[src/rtl/align_add_floating_point32.sv]
`timescale 1ns/1ps
// align_add_floating_point32
//
// Front end of the FP32 adder/subtractor. Unpacks two IEEE-754 single operands and orders
// them by magnitude. It then aligns the smaller mantissa to the larger exponent and adds or
// subtracts the two. The result {sign, larger_exponent, mantise_temp} feeds the FP32
// normaliser.
//
// Pipeline: three register stages, valid-qualified, no backpressure. A new operand pair is
// accepted every cycle. Data registers load only when their stage is valid. Valids shift
// every cycle.
//   S1 unpack, effective sign of B, magnitude ordering, exponent difference
//   S2 right-shift of the smaller mantissa (optional sticky collection)
//   S3 add / subtract, special and cancellation handling
//
// Parameters
//   EXT_BITS      extension bits below the fraction; mantise_temp is 25+EXT_BITS wide
//   FLUSH_DENORM  1: an operand with exponent 0 is an exact zero
//
// Build option
//   FP_ALIGN_STICKY_EN  when defined, every bit shifted out of the smaller mantissa is ORed
//                       into bit 0 of the aligned mantissa. Otherwise those bits are dropped.
//
// Ports
//   clk              clock, rising edge
//   rstn             asynchronous active-low reset
//   valid_in         in_a / in_b / sub valid this cycle
//   sub              1: a-b, 0: a+b
//   in_a, in_b       FP32 operands
//   valid_out        one pulse per accepted input, 3 clk later
//   sign             result sign
//   larger_exponent  biased exponent of the larger operand, 0xFF if either is inf/NaN
//   mantise_temp     [MW-1] carry, [MW-2] hidden one, [MW-3:EXT_BITS] fraction,
//                    [EXT_BITS-1:0] alignment extension bits
module align_add_floating_point32 #(
  parameter int unsigned EXT_BITS     = 24,
  parameter bit          FLUSH_DENORM = 1'b1
) (
  input  logic                  clk,
  input  logic                  rstn,
  input  logic                  valid_in,
  input  logic                  sub,
  input  logic [31:0]           in_a,
  input  logic [31:0]           in_b,
  output logic                  valid_out,
  output logic                  sign,
  output logic [7:0]            larger_exponent,
  output logic [EXT_BITS+24:0]  mantise_temp
);

  localparam int unsigned MW = 25 + EXT_BITS;
  // Width of an unpacked mantissa: hidden bit, 23 fraction bits, extension bits.
  localparam int unsigned NW = MW - 1;

  // ---------------------------------------------------------------------------------------
  // S1: unpack and order by magnitude
  // ---------------------------------------------------------------------------------------
  logic          sign_a, sign_b;
  logic [7:0]    exp_a, exp_b;
  logic [22:0]   frac_a, frac_b;
  logic [NW-1:0] man_a, man_b;
  logic          a_larger;
  logic          sign_l, sign_s;
  logic [7:0]    exp_l, exp_s;
  logic [NW-1:0] man_l, man_s;

  always_comb begin
    sign_a = in_a[31];
    // Subtraction is an addition with B's sign flipped.
    sign_b = sub ? ~in_b[31] : in_b[31];
    exp_a  = in_a[30:23];
    exp_b  = in_b[30:23];
    frac_a = (FLUSH_DENORM && (exp_a == 8'd0)) ? 23'd0 : in_a[22:0];
    frac_b = (FLUSH_DENORM && (exp_b == 8'd0)) ? 23'd0 : in_b[22:0];
    man_a  = {(exp_a != 8'd0), frac_a, {EXT_BITS{1'b0}}};
    man_b  = {(exp_b != 8'd0), frac_b, {EXT_BITS{1'b0}}};
    // Ties keep A as the larger operand.
    a_larger = {exp_a, frac_a} >= {exp_b, frac_b};
    if (a_larger) begin
      sign_l = sign_a;
      sign_s = sign_b;
      exp_l  = exp_a;
      exp_s  = exp_b;
      man_l  = man_a;
      man_s  = man_b;
    end else begin
      sign_l = sign_b;
      sign_s = sign_a;
      exp_l  = exp_b;
      exp_s  = exp_a;
      man_l  = man_b;
      man_s  = man_a;
    end
  end

  logic          v1_q;
  logic          sign_l1_q, eff_sub1_q, special1_q;
  logic [7:0]    exp_l1_q, shift1_q;
  logic [NW-1:0] man_l1_q, man_s1_q;

  always_ff @(posedge clk or negedge rstn) begin
    if (!rstn) begin
      v1_q       <= 1'b0;
      sign_l1_q  <= 1'b0;
      eff_sub1_q <= 1'b0;
      special1_q <= 1'b0;
      exp_l1_q   <= 8'd0;
      shift1_q   <= 8'd0;
      man_l1_q   <= '0;
      man_s1_q   <= '0;
    end else begin
      v1_q <= valid_in;
      if (valid_in) begin
        sign_l1_q  <= sign_l;
        eff_sub1_q <= sign_l ^ sign_s;
        special1_q <= (exp_a == 8'hFF) | (exp_b == 8'hFF);
        exp_l1_q   <= exp_l;
        shift1_q   <= exp_l - exp_s;
        man_l1_q   <= man_l;
        man_s1_q   <= man_s;
      end
    end
  end

  // ---------------------------------------------------------------------------------------
  // S2: align the smaller mantissa
  // ---------------------------------------------------------------------------------------
  logic          big_shift;
  logic [NW-1:0] man_s_shr, man_s_aligned;

`ifdef FP_ALIGN_STICKY_EN
  logic [NW-1:0] lost_mask;
  logic          lost_any;
`endif

  always_comb begin
    // Any shift of NW or more pushes the whole mantissa out.
    big_shift = {24'd0, shift1_q} >= 32'(NW);
    man_s_shr = big_shift ? '0 : (man_s1_q >> shift1_q);
`ifdef FP_ALIGN_STICKY_EN
    lost_mask     = big_shift ? '1 : ~({NW{1'b1}} << shift1_q);
    lost_any      = |(man_s1_q & lost_mask);
    man_s_aligned = {man_s_shr[NW-1:1], man_s_shr[0] | lost_any};
`else
    man_s_aligned = man_s_shr;
`endif
  end

  logic          v2_q;
  logic          sign_l2_q, eff_sub2_q, special2_q;
  logic [7:0]    exp_l2_q;
  logic [NW-1:0] man_l2_q, man_s2_q;

  always_ff @(posedge clk or negedge rstn) begin
    if (!rstn) begin
      v2_q       <= 1'b0;
      sign_l2_q  <= 1'b0;
      eff_sub2_q <= 1'b0;
      special2_q <= 1'b0;
      exp_l2_q   <= 8'd0;
      man_l2_q   <= '0;
      man_s2_q   <= '0;
    end else begin
      v2_q <= v1_q;
      if (v1_q) begin
        sign_l2_q  <= sign_l1_q;
        eff_sub2_q <= eff_sub1_q;
        special2_q <= special1_q;
        exp_l2_q   <= exp_l1_q;
        man_l2_q   <= man_l1_q;
        man_s2_q   <= man_s_aligned;
      end
    end
  end

  // ---------------------------------------------------------------------------------------
  // S3: add / subtract
  // ---------------------------------------------------------------------------------------
  logic [MW-1:0] sum;
  logic          cancel;
  logic          sign_d;
  logic [7:0]    exp_d;

  always_comb begin
    // Ordering guarantees man_l >= man_s, so the difference never wraps.
    sum    = eff_sub2_q ? ({1'b0, man_l2_q} - {1'b0, man_s2_q})
                        : ({1'b0, man_l2_q} + {1'b0, man_s2_q});
    // Exact cancellation yields +0. The sign of an inf/NaN result always follows the
    // larger operand.
    cancel = eff_sub2_q && (sum == '0) && !special2_q;
    sign_d = cancel ? 1'b0 : sign_l2_q;
    exp_d  = special2_q ? 8'hFF : exp_l2_q;
  end

  always_ff @(posedge clk or negedge rstn) begin
    if (!rstn) begin
      valid_out       <= 1'b0;
      sign            <= 1'b0;
      larger_exponent <= 8'd0;
      mantise_temp    <= '0;
    end else begin
      valid_out <= v2_q;
      if (v2_q) begin
        sign            <= sign_d;
        larger_exponent <= exp_d;
        mantise_temp    <= sum;
      end
    end
  end

endmodule

[config.mk]
export PLATFORM = sky130hd
export DESIGN_NAME = align_add_floating_point32
export DESIGN_NICKNAME = d
export VERILOG_FILES = /design/src/rtl/align_add_floating_point32.sv
export SDC_FILE = /design/constraint.sdc
export NUM_CORES = 1
export LEC_CHECK = 0
export CORE_UTILIZATION = 50
export DETAILED_ROUTE_END_ITERATION = 10
export PLACE_DENSITY = 0.7
export SETUP_SLACK_MARGIN = 0.15
export SLEW_MARGIN = 20
export SYNTH_ARGS = -nofsm -noshare
export SYNTH_HDL_FRONTEND = slang
export SYNTH_SLANG_ARGS = --single-unit
[constraint.sdc]
create_clock -name clk -period 5.98 [get_ports clk]
set_input_delay 1.196 -clock clk [delete_from_list [all_inputs] [get_ports clk]]
set_output_delay 1.196 -clock clk [all_outputs]
set_load 0.005 [all_outputs]
# Word level (Yosys, flattened, before mapping)
# Index checks and enable logic that the tools add are counted.
totals:
  ff_bits: 283
  elab_cells: 51
classes:
  addsub: 3
  magnitude_cmp: 2
  n_eq_ne: 2
  shifts: 1
  n_mux: 13
  bitwise: 3
  n_reduce_logical: 8
ops:
  columns: ["op", "count"]
  rows:
  - ["2-to-1 mux 48 bit", 3]
  - ["adder 48 x 48 -> 49 bit", 1]
  - ["zero test 49 bit", 1]
  - ["2-to-1 mux 49 bit", 1]
  - ["subtractor 48 x 48 -> 49 bit", 1]
  - ["right shift 48 x 8 -> 48 bit", 1]
  - ["2-to-1 mux 23 bit", 2]
  - ["greater-or-equal comparator 31 bit", 1]
  - ["2-to-1 mux 8 bit", 3]
  - ["equality test 8 bit (second input constant)", 2]
  - ["zero test 8 bit", 2]
  - ["nonzero test 8 bit", 2]
  - ["greater-or-equal comparator 8 x 6 -> 1 bit (second input constant)", 1]
  - ["subtractor 8 bit", 1]
  - ["2-to-1 mux 1 bit", 4]
  - ["logical AND 1 bit", 2]
  - ["zero test 1 bit", 1]
  - ["NOT 1 bit", 1]
  - ["bitwise OR 1 bit", 1]
  - ["bitwise XOR 1 bit", 1]

# Longest topological paths before layout
logic_depth:
  ltp_word: 6
  mapped_depth: 23
  mapped_depth_nobuf: 22

# Worst setup path before layout
# Ideal clock, no wire load.
synth_timing:
  path_kind: "input -> register"
  startpoint: "input in_a[29]"
  endpoint: "register shift1_q[6]"
  arrival_time_ps: 5304
  required_time_ps: 5848
  setup_slack_ps: 544
  path_stages: 22
  n_path_buf: 2
  path_cell_list: "nor4_1 -> nand2_1 -> and2_1 -> ha_1 -> nor2b_1 -> o21a_1 -> o21ai_1 -> a21oi_1 -> o41a_1 -> o311ai_1 -> nand2_1 -> clkbuf_1 -> clkbuf_1 -> nor2_1 -> a21oi_1 -> ha_1 -> inv_1 -> o221ai_1 -> a211o_1 -> a21o_1 -> mux2i_1 -> nand4_1"
synth_between:
  elab_chain_len: 5
  word_cells_on_any_way: 6
  classes_between: "add/sub: 1; order compare: 1; mux: 3; reduce/logical: 1"
synth_lines:
  columns: ["item", "line", "rtl"]
  rows:
  - ["start, declared", "43", "input logic [31:0] in_a,"]
  - ["zero test 8 bit", "73", "frac_a = (FLUSH_DENORM && (exp_a == 8'd0)) ? 23'd0 : in_a[22:0];"]
  - ["2-to-1 mux 23 bit", "73", null]
  - ["greater-or-equal comparator 31 bit", "78", "a_larger = {exp_a, frac_a} >= {exp_b, frac_b};"]
  - ["2-to-1 mux 8 bit", "79", "if (a_larger) begin"]
  - ["subtractor 8 bit (*)", "118", "shift1_q <= exp_l - exp_s;"]
  - ["end signal, assigned", "118", null]
  - ["end, declared", "98", "logic [7:0] exp_l1_q, shift1_q;"]
# Mark *: on every way between the ends. The rest lies on a longest branch, timed or not.
# A chain may end at the register's enable or synchronous reset.

# Worst setup path after layout
layout_timing:
  startpoint: "register man_s2_q[0]"
  endpoint: "register sign"
layout_between:
  elab_chain_len: 6
  word_cells_on_any_way: 7
  classes_between: "add/sub: 2; mux: 2; reduce/logical: 3"
layout_lines:
  columns: ["item", "line", "rtl"]
  rows:
  - ["start, declared", "152", "logic [NW-1:0] man_l2_q, man_s2_q;"]
  - ["start signal, assigned", "171", "man_s2_q <= man_s_aligned;"]
  - ["adder 48 x 48 -> 49 bit or subtractor 48 x 48 -> 49 bit (tied branches)", "187, 186", null]
  - ["2-to-1 mux 49 bit (*)", "186", "sum = eff_sub2_q ? ({1'b0, man_l2_q} - {1'b0, man_s2_q})"]
  - ["zero test 49 bit (*)", "190", "cancel = eff_sub2_q && (sum == '0) && !special2_q;"]
  - ["logical AND 1 bit (*) (2 in a row)", "190", null]
  - ["2-to-1 mux 1 bit (*)", "191", "sign_d = cancel ? 1'b0 : sign_l2_q;"]
  - ["end signal, assigned", "204", "sign <= sign_d;"]
  - ["end, declared", "46", "output logic sign,"]
# Marked as above.

==> results.tsv <==
stage	metric	value	unit
cells_and_area	area delta synth->final	16.74	%
die	I/O pin count	127	
die	die extent in x	176.1	um
cells_and_area	nets@finish	1989	
logic_synthesis	Synth Area in Adders	0.04787	
route	Avg WL per Cell	18.81	um
critical_path	worst r2r dst	sign$_DFFE_PN0P_	
logic_synthesis	Main synth FF type	dfrtp_1	
timing	setup_tns	0	ns
die	die footprint	0.03102	mm2
route	Vias per Instance	5.958	
critical_path	startpoint class of the critical path	register	
logic_synthesis	yosys warns	0	
timing	worst-margin pin slew	1.083	ns
timing	fin crit period	5.518	ns
global_route	GRT overflow	0	
pwr	VDD IR-drop max	0.0002718	V
route	final wirelength	42710	um
placement	GPL Wtd Cong	0.9472	
die	initial core utilization	0.5101	
hold_path	Hold Path Class	reg2reg	
critical_path	critical path startpoint	man_s2_q[0]$_DFFE_PN0P_	
clock_tree	worst skew pair latency	0.52	ns
logic_synthesis	sequential area share after synthesis	0.3483	
pwr	Pwr Density	537.2	mW/mm2
cells_and_area	cell area after layout	0.01770	mm2
cells_and_area	commonest cells after routing, fill and taps aside	234 x nor2_1, 208 x dfrtp_1, 198 x a21oi_1	
cells_and_area	layout cell share with drive strength beyond 1	0.1112	
logic_synthesis	Post-Synth XOR/XNOR Area	0.05126	
logic_synthesis	post-synthesis mux area share	0.08939	
die	Core Area	0.02972	mm2
critical_path	crit-path max cell delay	0.54	ns
pwr	Leakage Power	7.325	nW
placement	HPWL after detailed placement	32820	um
timing	Final WS setup	0.4623	ns
placement	Setup Slack @ Placement	0.1158	ns
global_route	largest net degree at the start of global routing	172	
critical_path	Crit Path Category	reg2reg	
placement	Area after DPL	0.01686	mm2
route	drt first pass iters	6	
pwr	Design Power	9.506	mW
timing	WHS	0.4860	ns
global_route	initial antenna violation count	0	
timing	Final Slew Violations	0	
cells_and_area	final core occ	0.5955	
logic_synthesis	synth unique cells	88	
logic_synthesis	async set or reset register ratio after synthesis	1.000	
clock_tree	Setup Fix Bufs, Post-CTS	0	
timing	Max Clock Skew	0.01476	ns
logic_synthesis	simple-gate share of the synthesized area	0.2064	
die	Rows	63	
logic_synthesis	Avg Inst Size Synth	8.550	um2
timing	# setup viols final	0	
timing	FMAX	181.2	MHz
logic_synthesis	synthesized instance count	1773	
route	# DRC	0	
logic_synthesis	register bit total from synthesis	211	
clock_tree	clock sink total	211	
cells_and_area	most common cell after layout, fill and taps aside	nor2_1	
clock_tree	largest buffer count on any clock path	3	
cells_and_area	Layout Cells excl Fill	2270	
route	DR vias	13524	
critical_path	CP Cell Sequence	inv_1, ha_1, nor4b_4, and4_2, nand2_1, nor4_1, buf_4, a21oi_1, xnor2_1, ha_1, and2_1, and3_1, and3_1, mux2i_1, a21oi_1, a31oi_1, xnor2_1, or4b_4, nor4_2, nand4_1, nor4_1, nor2_1	
clock_tree	Num CTS Buffers	24	
clock_tree	CTS root buf	clkbuf_16	
clock_tree	Hold Buf Count CTS	0	
critical_path	Worst Setup End Kind	register	
route	DR iter-0 viols	984	
critical_path	Reg2Reg Setup Slack	0.46	ns
run_status	status	finished, final reports clean	
timing	period utilization	0.9227	
logic_synthesis	synthesized cell area	0.01516	mm2
critical_path	r2r startpoint	man_s2_q[0]$_DFFE_PN0P_	
logic_synthesis	number of flops mapped to enable cells by yosys	0	
hold_path	number of cells on the worst hold path	2	
logic_synthesis	Compound-Gate Fraction of Synth Area	0.2114	
placement	placed cell count	2227	
critical_path	WP data required	6.37	ns
critical_path	FF-to-FF path depth	22	
logic_synthesis	synthesized net count	1899	
logic_synthesis	main combinational cell family by area after synthesis	compound AO/OA/AOI/OAI gates	
global_route	Tot GR Track Use	0.2773	
hold_path	worst hold endpoint	mantise_temp[42]$_DFFE_PN0P_	
cells_and_area	ANT cells	0	
timing	RSZ-0062 raised after global routing	false	
timing	Max-Slew Margin vs Limit	0.2781	
critical_path	CP max-delay cell	or4b_4	
clock_tree	TritonCTS clock tree	built	
global_route	vias in the first global route	12571	
die	die height	176.1	um
timing	final hold vios	0	
placement	IO Port Bufs	126	
clock_tree	H-tree depth	1	
global_route	first-pass GRT wire length	68330	um
hold_path	Worst Hold Launch	mantise_temp[42]$_DFFE_PN0P_	
critical_path	worst-path fanout max	6	
critical_path	CP arrival	5.91	ns
route	ANT nets after route	0	
job	MaxCap Viol Count	0	
clock_tree	clock slew at reported path FFs	0.06	ns
-- layer usage --
layer / up-vias / global-route usage / share of wire
li1: 6654 / - / -
met1: 6424 / 0.3915 / 0.46
met2: 386 / 0.4472 / 0.46
met3: 60 / 0.03208 / 0.049
met4: 0 / 0.08007 / 0.027
met5: - / 0 / 0
-- flip-flops by register name, summed over array words and instances, names as in the netlist, 8 cells and up --
signal and cells:
larger_exponent 8, exp_l2_q 8, exp_l1_q 8, man_l2_q 24, man_l1_q 24, man_s2_q 48, mantise_temp 49, man_s1_q 24
shift1_q 8
-- how the worst max path moves through the flow --
stage | end | cells past startpoint
after floorplan | shift1_q[6]$_DFFE_PN0P_ | 22
after global placement | shift1_q[6]$_DFFE_PN0P_ | 23
after detailed placement | shift1_q[5]$_DFFE_PN0P_ | 20
after CTS | sign$_DFFE_PN0P_ | 22
after global routing | sign$_DFFE_PN0P_ | 22
final | sign$_DFFE_PN0P_ | 22
-- cell usage after synthesis, types with 6 or more instances --
library cell    n  area [um2]
nand3_1        46       230.2
buf_1          17       63.81
o21ai_0        72       360.4
clkbuf_1       85       319.1
mux2i_1        24       240.2
or2_2           8       50.05
a311oi_1        6       52.55
nor2b_1        11       68.82
nand2_1       133       499.2
nand4_1        27       168.9
nor2_1        234       878.3
o21bai_1        7       52.55
xor2_1         20       175.2
and4_1          6       52.55
or4_1           6       45.04
dfrtp_1       211        5280
buf_2           6       30.03
a22oi_1         7       52.55
o22ai_1        18       112.6
ha_1           58       725.7
nand2b_1        9       56.30
o2bb2ai_1      13       113.9
nor3b_1         7       52.55
a31oi_1        30       187.7
a21o_1         32       240.2
and3_1         20       125.1
xnor2_1        65       569.3
o221ai_1       13       113.9
o22a_1          9       78.83
mux2_2         61       686.9
a211oi_1       13       97.59
and2_1         35       219.0
a21oi_1       198       991.0
nor4_1         21       131.4
a41oi_1         7       61.31
nor3_1         35       175.2
o31ai_1         8       60.06
mux4_2         19       427.9
inv_1          56       210.2
or3_1          18       112.6
-- area by class of cell --
class                      instances  area [um2]
tap                              390       488.0
timing repair buffer             178        1678
multi-input combinational       1390        9200
clock inverter                    10       132.6
clock buffer                      33       695.7
fill                            2678       12020
sequential                       211        5284
inverter                          58       217.7
-- critical path: cells and delay by family (launching register included) --
kind | cells | cell delay (ns)
mux | 1 | 0.35
buf+inv | 2 | 0.32
xor+xnor | 2 | 0.30
fa+ha+maj | 2 | 0.57
flops | 1 | 0.38
simple gates | 12 | 2.95
compound gates | 3 | 0.50
-- where the power goes --
group | internal, mW | switching [mW] | leakage (nW)
sequential | 1.76 | 0.314 | 2.52
clock | 0.941 | 0.588 | 0.412
combinational | 2.59 | 3.30 | 4.40
total | 5.30 | 4.21 | 7.32
-- logic make-up after synthesis --
| kind of cell | after synthesis |
|---|---|
| fa+ha+maj | 58 |
| compound gates | 499 |
| simple gates | 642 |
| xor+xnor | 87 |
| mux | 104 |
| buf+inv | 172 |
| flops | 211 |
-- what timing repair did --
action | 4_1_cts | 5_1_grt
gates resized for setup | 0 | 1
endpoints found under the setup margin | 0 | 1
endpoints found under the hold margin | 0 | 0
Note: power is estimated with default switching activity, not from simulation.
